<file path="config.mk">
export PLATFORM = sky130hd
export DESIGN_NAME = rotary_accum
export DESIGN_NICKNAME = d
export VERILOG_FILES = /design/src/rtl/rotary_accum.sv
export SDC_FILE = /design/constraint.sdc
export NUM_CORES = 1
export LEC_CHECK = 0
export CORE_AREA = 2 2 113 115
export CTS_CLUSTER_DIAMETER = 40
export DETAILED_ROUTE_END_ITERATION = 7
export DIE_AREA = 0 0 115 117
export SYNTH_ARGS = -nofsm -noshare
export SYNTH_HDL_FRONTEND = slang
export SYNTH_SLANG_ARGS = --single-unit
</file>
<file path="constraint.sdc">
create_clock -name clk -period 8.13 [get_ports clk]
set_input_delay 2.0325 -clock clk [delete_from_list [all_inputs] [get_ports clk]]
set_output_delay 2.0325 -clock clk [all_outputs]
set_load 0.01 [all_outputs]
</file>
<file path="src/rtl/rotary_accum.sv">
// Dual rotary-encoder position accumulator with an Avalon-MM register interface.
// Each channel counts cw/ccw pulses within 0..LIMIT, wrapping or saturating under CTRL.WRAP.
module rotary_accum #(
    parameter int unsigned WIDTH       = 8,
    parameter int unsigned LIMIT_RESET = 255
) (
    input  logic        clk,
    input  logic        reset_n,
    input  logic        rotary_left_cw,
    input  logic        rotary_left_ccw,
    input  logic        rotary_right_cw,
    input  logic        rotary_right_ccw,
    input  logic [2:0]  avs_address,
    input  logic        avs_read,
    input  logic        avs_write,
    input  logic [31:0] avs_writedata,
    output logic [31:0] avs_readdata,
    output logic        irq
);

    localparam logic [2:0] AddrLeft   = 3'd0;
    localparam logic [2:0] AddrRight  = 3'd1;
    localparam logic [2:0] AddrLimit  = 3'd2;
    localparam logic [2:0] AddrCtrl   = 3'd3;
    localparam logic [2:0] AddrStatus = 3'd4;

    logic [WIDTH-1:0] r_left_pos;
    logic [WIDTH-1:0] r_right_pos;
    logic [WIDTH-1:0] r_limit;
    logic             r_wrap;
    logic             r_irq_en;
    logic             r_left_chg;
    logic             r_right_chg;
    logic             r_irq;
    logic [31:0]      r_readdata;

    logic             w_wr_left;
    logic             w_wr_right;
    logic             w_wr_limit;
    logic             w_wr_ctrl;
    logic             w_wr_status;
    logic [WIDTH-1:0] w_wdata;
    logic [WIDTH-1:0] w_limit_d;
    logic [WIDTH-1:0] w_left_evt;
    logic [WIDTH-1:0] w_right_evt;
    logic [WIDTH-1:0] w_left_d;
    logic [WIDTH-1:0] w_right_d;
    logic             w_left_moved;
    logic             w_right_moved;
    logic             w_left_chg_d;
    logic             w_right_chg_d;
    logic [31:0]      w_rdata;

    // One encoder step against the current limit; simultaneous cw+ccw cancels.
    function automatic logic [WIDTH-1:0] f_step(
        input logic [WIDTH-1:0] pos,
        input logic             cw,
        input logic             ccw,
        input logic [WIDTH-1:0] lim,
        input logic             wrap
    );
        logic [WIDTH-1:0] nxt;
        nxt = pos;
        if (cw && !ccw) begin
            if (pos >= lim) begin
                nxt = wrap ? '0 : lim;
            end else begin
                nxt = pos + WIDTH'(1);
            end
        end else if (ccw && !cw) begin
            if (pos == '0) begin
                nxt = wrap ? lim : '0;
            end else begin
                nxt = pos - WIDTH'(1);
            end
        end
        return nxt;
    endfunction

    function automatic logic [WIDTH-1:0] f_clamp(
        input logic [WIDTH-1:0] val,
        input logic [WIDTH-1:0] lim
    );
        return (val > lim) ? lim : val;
    endfunction

    always_comb begin
        w_wdata     = avs_writedata[WIDTH-1:0];
        w_wr_left   = avs_write && (avs_address == AddrLeft);
        w_wr_right  = avs_write && (avs_address == AddrRight);
        w_wr_limit  = avs_write && (avs_address == AddrLimit);
        w_wr_ctrl   = avs_write && (avs_address == AddrCtrl);
        w_wr_status = avs_write && (avs_address == AddrStatus);
    end

    // Events are judged against the old limit; the result is then clamped to the new one.
    always_comb begin
        w_limit_d   = w_wr_limit ? w_wdata : r_limit;

        w_left_evt  = f_step(r_left_pos, rotary_left_cw, rotary_left_ccw, r_limit, r_wrap);
        w_right_evt = f_step(r_right_pos, rotary_right_cw, rotary_right_ccw, r_limit, r_wrap);

        w_left_moved  = !w_wr_left && (w_left_evt != r_left_pos);
        w_right_moved = !w_wr_right && (w_right_evt != r_right_pos);

        w_left_d  = f_clamp(w_wr_left ? f_clamp(w_wdata, r_limit) : w_left_evt, w_limit_d);
        w_right_d = f_clamp(w_wr_right ? f_clamp(w_wdata, r_limit) : w_right_evt, w_limit_d);

        // Set beats a same-cycle W1C clear.
        w_left_chg_d  = (r_left_chg && !(w_wr_status && avs_writedata[0])) || w_left_moved;
        w_right_chg_d = (r_right_chg && !(w_wr_status && avs_writedata[1])) || w_right_moved;
    end

    always_comb begin
        w_rdata = '0;
        case (avs_address)
            AddrLeft:   w_rdata = 32'(r_left_pos);
            AddrRight:  w_rdata = 32'(r_right_pos);
            AddrLimit:  w_rdata = 32'(r_limit);
            AddrCtrl:   w_rdata = {30'd0, r_irq_en, r_wrap};
            AddrStatus: w_rdata = {30'd0, r_right_chg, r_left_chg};
            default:    w_rdata = '0;
        endcase
    end

    always_ff @(posedge clk) begin
        if (!reset_n) begin
            r_left_pos  <= '0;
            r_right_pos <= '0;
            r_limit     <= WIDTH'(LIMIT_RESET);
            r_wrap      <= 1'b0;
            r_irq_en    <= 1'b0;
            r_left_chg  <= 1'b0;
            r_right_chg <= 1'b0;
            r_irq       <= 1'b0;
            r_readdata  <= '0;
        end else begin
            r_left_pos  <= w_left_d;
            r_right_pos <= w_right_d;
            r_limit     <= w_limit_d;
            if (w_wr_ctrl) begin
                r_wrap   <= avs_writedata[0];
                r_irq_en <= avs_writedata[1];
            end
            r_left_chg  <= w_left_chg_d;
            r_right_chg <= w_right_chg_d;
            r_irq       <= r_irq_en && (r_left_chg || r_right_chg);
            if (avs_read) begin
                r_readdata <= w_rdata;
            end
        end
    end

    assign avs_readdata = r_readdata;
    assign irq          = r_irq;

endmodule

</file>
**After elaboration in Yosys (flattened, before gate mapping)**

Cells that the tools add are included.
W data, S select, Z words.

- Input bits: 43
- Register bits: 61
- Logic and storage cells: 71

- Muxes and demuxes: 17
- Reductions and logical operators: 30
- Add/subtract/negate cells: 4
- Order comparisons: 5
- Equal/unequal tests: 6

Operators with widths:

| cell | count |
|---|---|
| $mux W8 | 16 |
| $pmux W8 S5 | 1 |
| $gt A8 B8 Y1 | 3 |
| $add A8 B1 Y8 const B | 2 |
| $ge A8 B8 Y1 | 2 |
| $logic_and A1 B1 Y1 | 16 |
| $logic_not A8 Y1 | 2 |
| $ne A8 B8 Y1 | 2 |
| $sub A8 B1 Y8 const B | 2 |
| $logic_not A1 Y1 | 8 |
| $eq A3 B2 Y1 const B | 2 |
| $eq A3 B1 Y1 const B | 1 |
| $eq A3 B3 Y1 const B | 1 |
| $logic_not A3 Y1 | 1 |
| $logic_or A1 B1 Y1 | 3 |

**Longest topological paths before layout**

Gate-level depths: netlist of the first run.

- Depth after elaboration: 7
- Gate-level depth with buffers: 21
- Mapped depth without buffers: 17

**Worst setup path before layout of the first run**

No wires, ideal clock.

- Path kind: input to register
- Start: in avs_writedata[1]
- End: reg r_right_pos[6]
- Setup slack: 2774 ps
- Setup time: 115 ps
- Arrival: 5241 ps
- Cell stages on the path: 17
- Cells stage by stage: ha_1 nor2b_1 o31ai_1 a21oi_1 o31ai_4 mux2i_1 nor2_1 or2_2 ha_1 nand3_1 nor2_1 a22oi_1 o31a_1 buf_1 clkbuf_1 a21oi_1 o21a_1

- Cells in the longest elaborated chain, start to end: 5
- Elaborated cells on any way between the ends: 6

RTL lines:

| element | line | text |
|---|---|---|
| start, declared | 16 | `input logic [31:0] avs_writedata,` |
| $gt A8 B8 Y1 | 84 | `return (val > lim) ? lim : val;` |
| $mux W8 | 84 |  |
| $mux W8 | 107 | `w_right_d = f_clamp(w_wr_right ? f_clamp(w_wdata, r_limit) : w_right_evt, w_limit_d);` |
| $gt A8 B8 Y1 | 84 |  |
| $mux W8 * | 84 |  |
| end signal, assigned | 139 | `r_right_pos <= w_right_d;` |
| end, declared | 28 | `logic [WIDTH-1:0] r_right_pos;` |

Every way passes the cells marked *; elsewhere a longest branch is shown, timed or not.
A chain may end at the register's enable or synchronous reset.

**Worst setup path after layout of the first run**

- Start: in avs_writedata[1]
- End: reg r_left_pos[7]

- Cells in the longest elaborated chain, start to end: 5
- Elaborated cells on any way between the ends: 6

RTL lines:

| element | line | text |
|---|---|---|
| $gt A8 B8 Y1 | 84 |  |
| $mux W8 | 84 |  |
| $mux W8 | 106 | `w_left_d = f_clamp(w_wr_left ? f_clamp(w_wdata, r_limit) : w_left_evt, w_limit_d);` |
| $gt A8 B8 Y1 | 84 |  |
| $mux W8 * | 84 |  |
| end signal, assigned | 138 | `r_left_pos <= w_left_d;` |
| end, declared | 27 | `logic [WIDTH-1:0] r_left_pos;` |

Marks and branches as above.

==> results.py, run 1 <==
metrics = {
    "cts": {
        "root_buffer": "clkbuf_16",
        "clkTransAtPathRegs_ps": 60,
        "cts_resized": 0,
        "clockBufferDepth": 2,
        "clk_latency_ps": 290,
        "hold_buffers": 0,
        "cts_tree": "done",
        "postCtsSetupRepairBufs": 0,
        "cts_inserted_buffers": 5,
        "htree_num_levels": 2,
        "cts.sink_count": 37,
    },
    "yosys": {
        "yosysSeqAreaShare": 0.1545,
        "synth_edf_count": 0,
        "netlist-cell-type-count": 80,
        "synth_flop_cell": "dfxtp_1",
        "ys_seq_elements": 37,
        "yosysMostFrequentCell": "nor2_1",
        "async_flop_share": 0,
        "synth_top_area_share": 0.1545,
        "yosys-top-cells-area": "dfxtp_1 (15%), ha_1 (12%), mux2i_1 (6.9%), nor2_1 (6.0%), a21oi_1 (5.4%)",
        "yosys_warnings": 0,
        "synth_common_cells": "nor2_1 (77), a21oi_1 (52), nand2_1 (52)",
        "syn_avg_cell_area_um2": 7.422,
        "yosys.area.top_type": "dfxtp_1",
        "synthCells": 646,
        "synthesis.area_um2": 4795,
    },
    "setup_path": {
        "path_cells": "clkdlybuf4s50_1 > ha_1 > nor2b_1 > o31ai_1 > a21oi_1 > o31ai_4 > mux2i_1 > o22ai_1 > ha_1 > nor2b_1 > o21a_1 > o21a_1 > o21ai_0 > a21oi_1 > nor2_1 > a22o_1",
        "end_kind": "register",
        "critPathKind": "in -> reg",
        "critPathMaxStageDelay_ps": 830,
        "cp-start-kind": "input port",
        "critPathMaxFanout": 16,
        "critical_path_required_ps": 8310,
        "arrival_ps": 6500,
        "cp_slowest_cell": "a21oi_1",
    },
    "job": {
        "maxCapViolCount": 0,
    },
    "final_layout": {
        "area_delta_synth_final_pct": 8.377,
        "final_layout_size_suffix_gt1_frac": 0.05418,
        "instances_no_fill": 796,
        "nets": 734,
        "fin_util": 0.4221,
        "n_antenna_cell": 0,
    },
    "placement": {
        "io_buffers": 27,
        "post-place-cells": 788,
        "routabilityCongestion": 0.9481,
        "hpwl_um": 12160,
    },
    "timing": {
        "tightest_slew_ps": 1076,
        "drv_slew": 0,
        "fmax_mhz": 158.3,
        "setup_tns_ps": 0,
        "clock_skew_ps": 5.241,
        "finalSetupViolCount": 0,
        "period_needed_ps": 6315,
        "finalCritPeriodShare": 0.7768,
        "hold_viol_final": 0,
        "slew_headroom": 0.2827,
        "rsz0062_at_grt": "false",
    },
    "global_route": {
        "grt_max_degree": 28,
        "first_global_vias": 4561,
        "track_usage": 0.2352,
        "grt-ovfl-total": 0,
        "antenna_found_initial": 0,
        "grt_pass1_wl_um": 24450,
    },
    "floorplan": {
        "fp-row-count": 41,
        "boundaryPins": 76,
        "die_x_um": 115,
        "initial_core_util": 0.3894,
        "core_area_um2": 12310,
        "dieArea_um2": 13460,
        "dieHeight_um": 117,
    },
    "pwr": {
        "ir_drop_uv": 97.00,
        "p_leak_nw": 2.352,
        "power_density_nw_per_um2": 165.2,
        "total_power_uw": 858.4,
    },
    "detailed_routing": {
        "dr.pass1.iters": 7,
        "wirelength_um": 15830,
        "drc_errors": 0,
        "vias": 4881,
        "ant_nets": 0,
        "routedWlPerCell_um": 19.89,
        "vias_per_cell": 6.132,
        "dr.first_iter.drc_count": 467,
    },
    "worst_hold_path": {
        "hold_path_class": "reg -> reg",
    },
    "status": {
        "status": "complete, no violations",
    },
}
cell usage in the layout, fill, tap and decap left out, types with 6 or more instances in the layout:
master,instances
nor2_1,77
o21ai_0,31
ha_1,46
and2_1,6
nor2b_1,18
nand2_1,52
nor3_1,7
a22o_1,6
a21oi_1,52
nand2b_1,14
a22oi_1,9
nand4_1,7
dfxtp_1,37
o211ai_1,8
nand3_1,15
xnor2_1,12
inv_1,25
buf_4,6
o21a_1,13
clkdlybuf4s50_1,27
a31oi_1,6
and3_1,7
mux2i_1,33
conb_1,24
state kept, by name, summed over array words and instances (netlist names):
register	flops
r_right_pos	8
r_irq_en	1
avs_readdata	8
irq	1
r_left_pos	8
r_left_chg	1
r_limit	8
r_right_chg	1
r_wrap	1
worst max-delay path, delay by kind of cell:
kind | cells | cell delay, ps
and+or+nand+nor | 3 | 330
AOI/OAI and AO/OA | 9 | 2400
muxes | 1 | 460
adders and majority gates | 2 | 620
buffers and inverters | 1 | 630
report_power, final:
group          leakage, nW  internal, mW  total (mW)  switching (mW)
Clock               0.0944         0.177       0.259          0.0822
Sequential           0.304         0.197       0.250          0.0530
Combinational         1.95         0.150       0.349           0.200
logic make-up (layout without fill, tap and decap cells):
group	Yosys count	in the layout	share of synthesized area
flops	37	37	0.1545
compound gates	193	193	0.2811
xor+xnor	15	15	0.02740
buf+inv	90	67	0.09995
simple gates	228	228	0.2396
mux	36	36	0.07672
other cells	1	24	0.0007821
fa+ha+maj	46	46	0.1200
area by class of cell:
cell class / count / area, um2
clock inverter: 3 / 68.82
fill: 1249 / 7116
tap: 150 / 187.7
inverter: 26 / 97.59
clock buffer: 5 / 125.1
sequential: 37 / 740.7
timing repair buffer: 33 / 315.3
multi-input combinational: 542 / 3661
metal layers:
layer	vias up	share of wire	GRT usage
met5	-	0	0
met4	0	0.037	0.09960
met3	41	0.076	0.03450
met2	236	0.46	0.3816
met1	2293	0.43	0.3130
li1	2311	-	-
final timing paths:
check | cells past startpoint | from | to | slack (ps)
worst max-delay path | 16 | avs_writedata[1] | r_left_pos[7]$_SDFF_PN0_ | 1810
worst min-delay path | 2 | avs_readdata[4]$_SDFFE_PN0P_ | avs_readdata[4]$_SDFFE_PN0P_ | 490
worst max register to register | 18 | r_right_pos[0]$_SDFF_PN0_ | r_right_pos[2]$_SDFF_PN0_ | 3210
worst min register to register | 2 | avs_readdata[4]$_SDFFE_PN0P_ | avs_readdata[4]$_SDFFE_PN0P_ | 490
stage by stage:
| stage | hold slack (ps) | setup slack, ps | cell area [um2] |
|---|---|---|---|
| finish | 486.5 | 1815 | 5196 |
| global route | 509.0 | 1526 | 5196 |
| CTS | 492.9 | 1855 | 5196 |
| detailed placement | 478.3 | 1579 | 5002 |
| global placement | 481.0 | 1639 | 5002 |
| floorplan | 442.8 | 2774 | 4881 |
(Power assumes the default switching activity.)
==> run 2: changes to the inputs <==
==> constraint.sdc (replaced) <==
create_clock -name clk -period 5.6 [get_ports clk]
set_input_delay 1.4 -clock clk [delete_from_list [all_inputs] [get_ports clk]]
set_output_delay 1.4 -clock clk [all_outputs]
set_load 0.01 [all_outputs]
==> results.py, run 2 (synthesis gave the netlist of run 1 again) <==
metrics = {
    "status": {
        "status": "complete, no violations",
    },
    "floorplan": {
        "boundaryPins": 76,
        "initial_core_util": 0.3894,
        "dieArea_um2": 13460,
        "die_x_um": 115,
        "fp-row-count": 41,
        "dieHeight_um": 117,
        "core_area_um2": 12310,
    },
    "timing": {
        "timing.final.ws_setup_ps": 395.2,
        "clock_skew_ps": 7.820,
        "slew_headroom": 0.4618,
        "finalSetupViolCount": 0,
        "rsz0062_at_grt": "false",
        "setup_tns_ps": 0,
        "hold_ws_ps": 485.5,
        "hold_viol_final": 0,
        "drv_slew": 0,
        "fmax_mhz": 192.1,
        "finalCritPeriodShare": 0.9294,
        "period_needed_ps": 5205,
        "tightest_slew_ps": 802.3,
    },
    "final_layout": {
        "fin_util": 0.4336,
        "nets": 756,
        "layout_common_cells": "nor2_1 (77), a21oi_1 (52), nand2_1 (52)",
        "instances_no_fill": 818,
        "area_delta_synth_final_pct": 11.35,
        "layout_commonest_cell": "nor2_1",
        "fin_area_um2": 5339,
        "n_antenna_cell": 0,
        "final_layout_size_suffix_gt1_frac": 0.08533,
    },
    "setup_path": {
        "cp_slowest_cell": "o31a_1",
        "arrival_ps": 5440,
        "end_kind": "register",
        "critPathMaxFanout": 17,
        "path_delay_family": "compound AO/OA/AOI/OAI gates",
        "crit_buf_inv": 2,
        "critical_path_required_ps": 5830,
        "critPathMaxStageDelay_ps": 530,
        "cp-start-kind": "input port",
        "path_cells": "clkdlybuf4s50_1 > ha_1 > nor2b_1 > o31ai_1 > a21oi_1 > o31ai_4 > buf_4 > mux2i_1 > nor2_1 > nor2_1 > ha_1 > nand4_1 > nor2_1 > a22oi_1 > o31a_1 > nor2_1 > a22oi_1 > o311a_1",
        "cp_common_cell": "nor2_1",
        "critPathKind": "in -> reg",
    },
    "cts": {
        "cts_tree": "done",
        "cts_inserted_buffers": 5,
        "clk_latency_ps": 290,
        "postCtsSetupRepairBufs": 0,
        "cts_resized": 0,
        "clkTransAtPathRegs_ps": 60,
        "hold_buffers": 0,
        "clockBufferDepth": 2,
        "root_buffer": "clkbuf_16",
        "htree_num_levels": 2,
        "cts.sink_count": 37,
    },
    "pwr": {
        "p_leak_nw": 2.447,
        "total_power_mw": 1.212,
        "power_density_nw_per_um2": 227.1,
        "ir_drop_uv": 116.2,
    },
    "global_route": {
        "track_usage": 0.2437,
        "antenna_found_initial": 0,
        "grt-ovfl-total": 0,
        "first_global_vias": 4783,
        "grt_max_degree": 28,
        "grt_pass1_wl_um": 25330,
    },
    "placement": {
        "post-place-cells": 810,
        "pre_cts_slack_ps": 219.7,
        "io_buffers": 27,
        "placed_area_um2": 5167,
        "hpwl_um": 12450,
        "routabilityCongestion": 0.9965,
    },
    "worst_hold_path": {
        "hold_path_class": "reg -> reg",
    },
    "detailed_routing": {
        "routedWlPerCell_um": 19.81,
        "drc_errors": 0,
        "vias_per_cell": 6.097,
        "vias": 4987,
        "wirelength_um": 16210,
        "dr.pass1.iters": 5,
        "dr.first_iter.drc_count": 424,
        "ant_nets": 0,
    },
    "job": {
        "maxCapViolCount": 0,
    },
}
## run 2: path summary, 6_finish.rpt
kind / slack [ps] / startpoint / depth (start not counted) / endpoint
worst max-delay path: 400 / avs_writedata[1] / 18 / r_right_pos[2]$_SDFF_PN0_
worst min-delay path: 490 / r_irq_en$_SDFFE_PN0P_ / 1 / irq$_SDFF_PN0_
worst max register to register: 880 / r_limit[1]$_SDFF_PN1_ / 16 / r_right_pos[2]$_SDFF_PN0_
worst min register to register: 490 / r_irq_en$_SDFFE_PN0P_ / 1 / irq$_SDFF_PN0_
## run 2: where the power goes
group          internal, mW  switching [mW]  total [mW]
logic                 0.229           0.306       0.535
clock network         0.211           0.117       0.328
registers             0.286          0.0638       0.350
total                 0.725           0.487        1.21
## run 2: layout make-up
| type | instances | area (um2) |
|---|---|---|
| inverters | 26 | 97.59 |
| repair buffers | 55 | 480.5 |
| fillers | 1246 | 6973 |
| multi-input cells | 542 | 3661 |
| clock inverters | 3 | 46.29 |
| clock buffers | 5 | 125.1 |
| flip-flops and latches | 37 | 740.7 |
| well taps | 150 | 187.7 |
## run 2: metal layers
| layer | vias to the layer above | global-route usage | wire (um) |
|---|---|---|---|
| li1 | 2359 | - | - |
| met2 | 242 | 0.3969 | 7243 |
| met5 | - | 0 | 0 |
| met1 | 2330 | 0.3200 | 6925 |
| met4 | 0 | 0.1141 | 753 |
| met3 | 56 | 0.03399 | 1285 |
## run 2: worst reg2reg max path, delay by kind of cell (launching register included)
family | cells | cell delay [ps]
AOI/OAI and AO/OA | 8 | 2160
DFF | 1 | 530
buffers and inverters | 2 | 540
muxes | 2 | 570
and+or+nand+nor | 2 | 210
adders and majority gates | 2 | 680
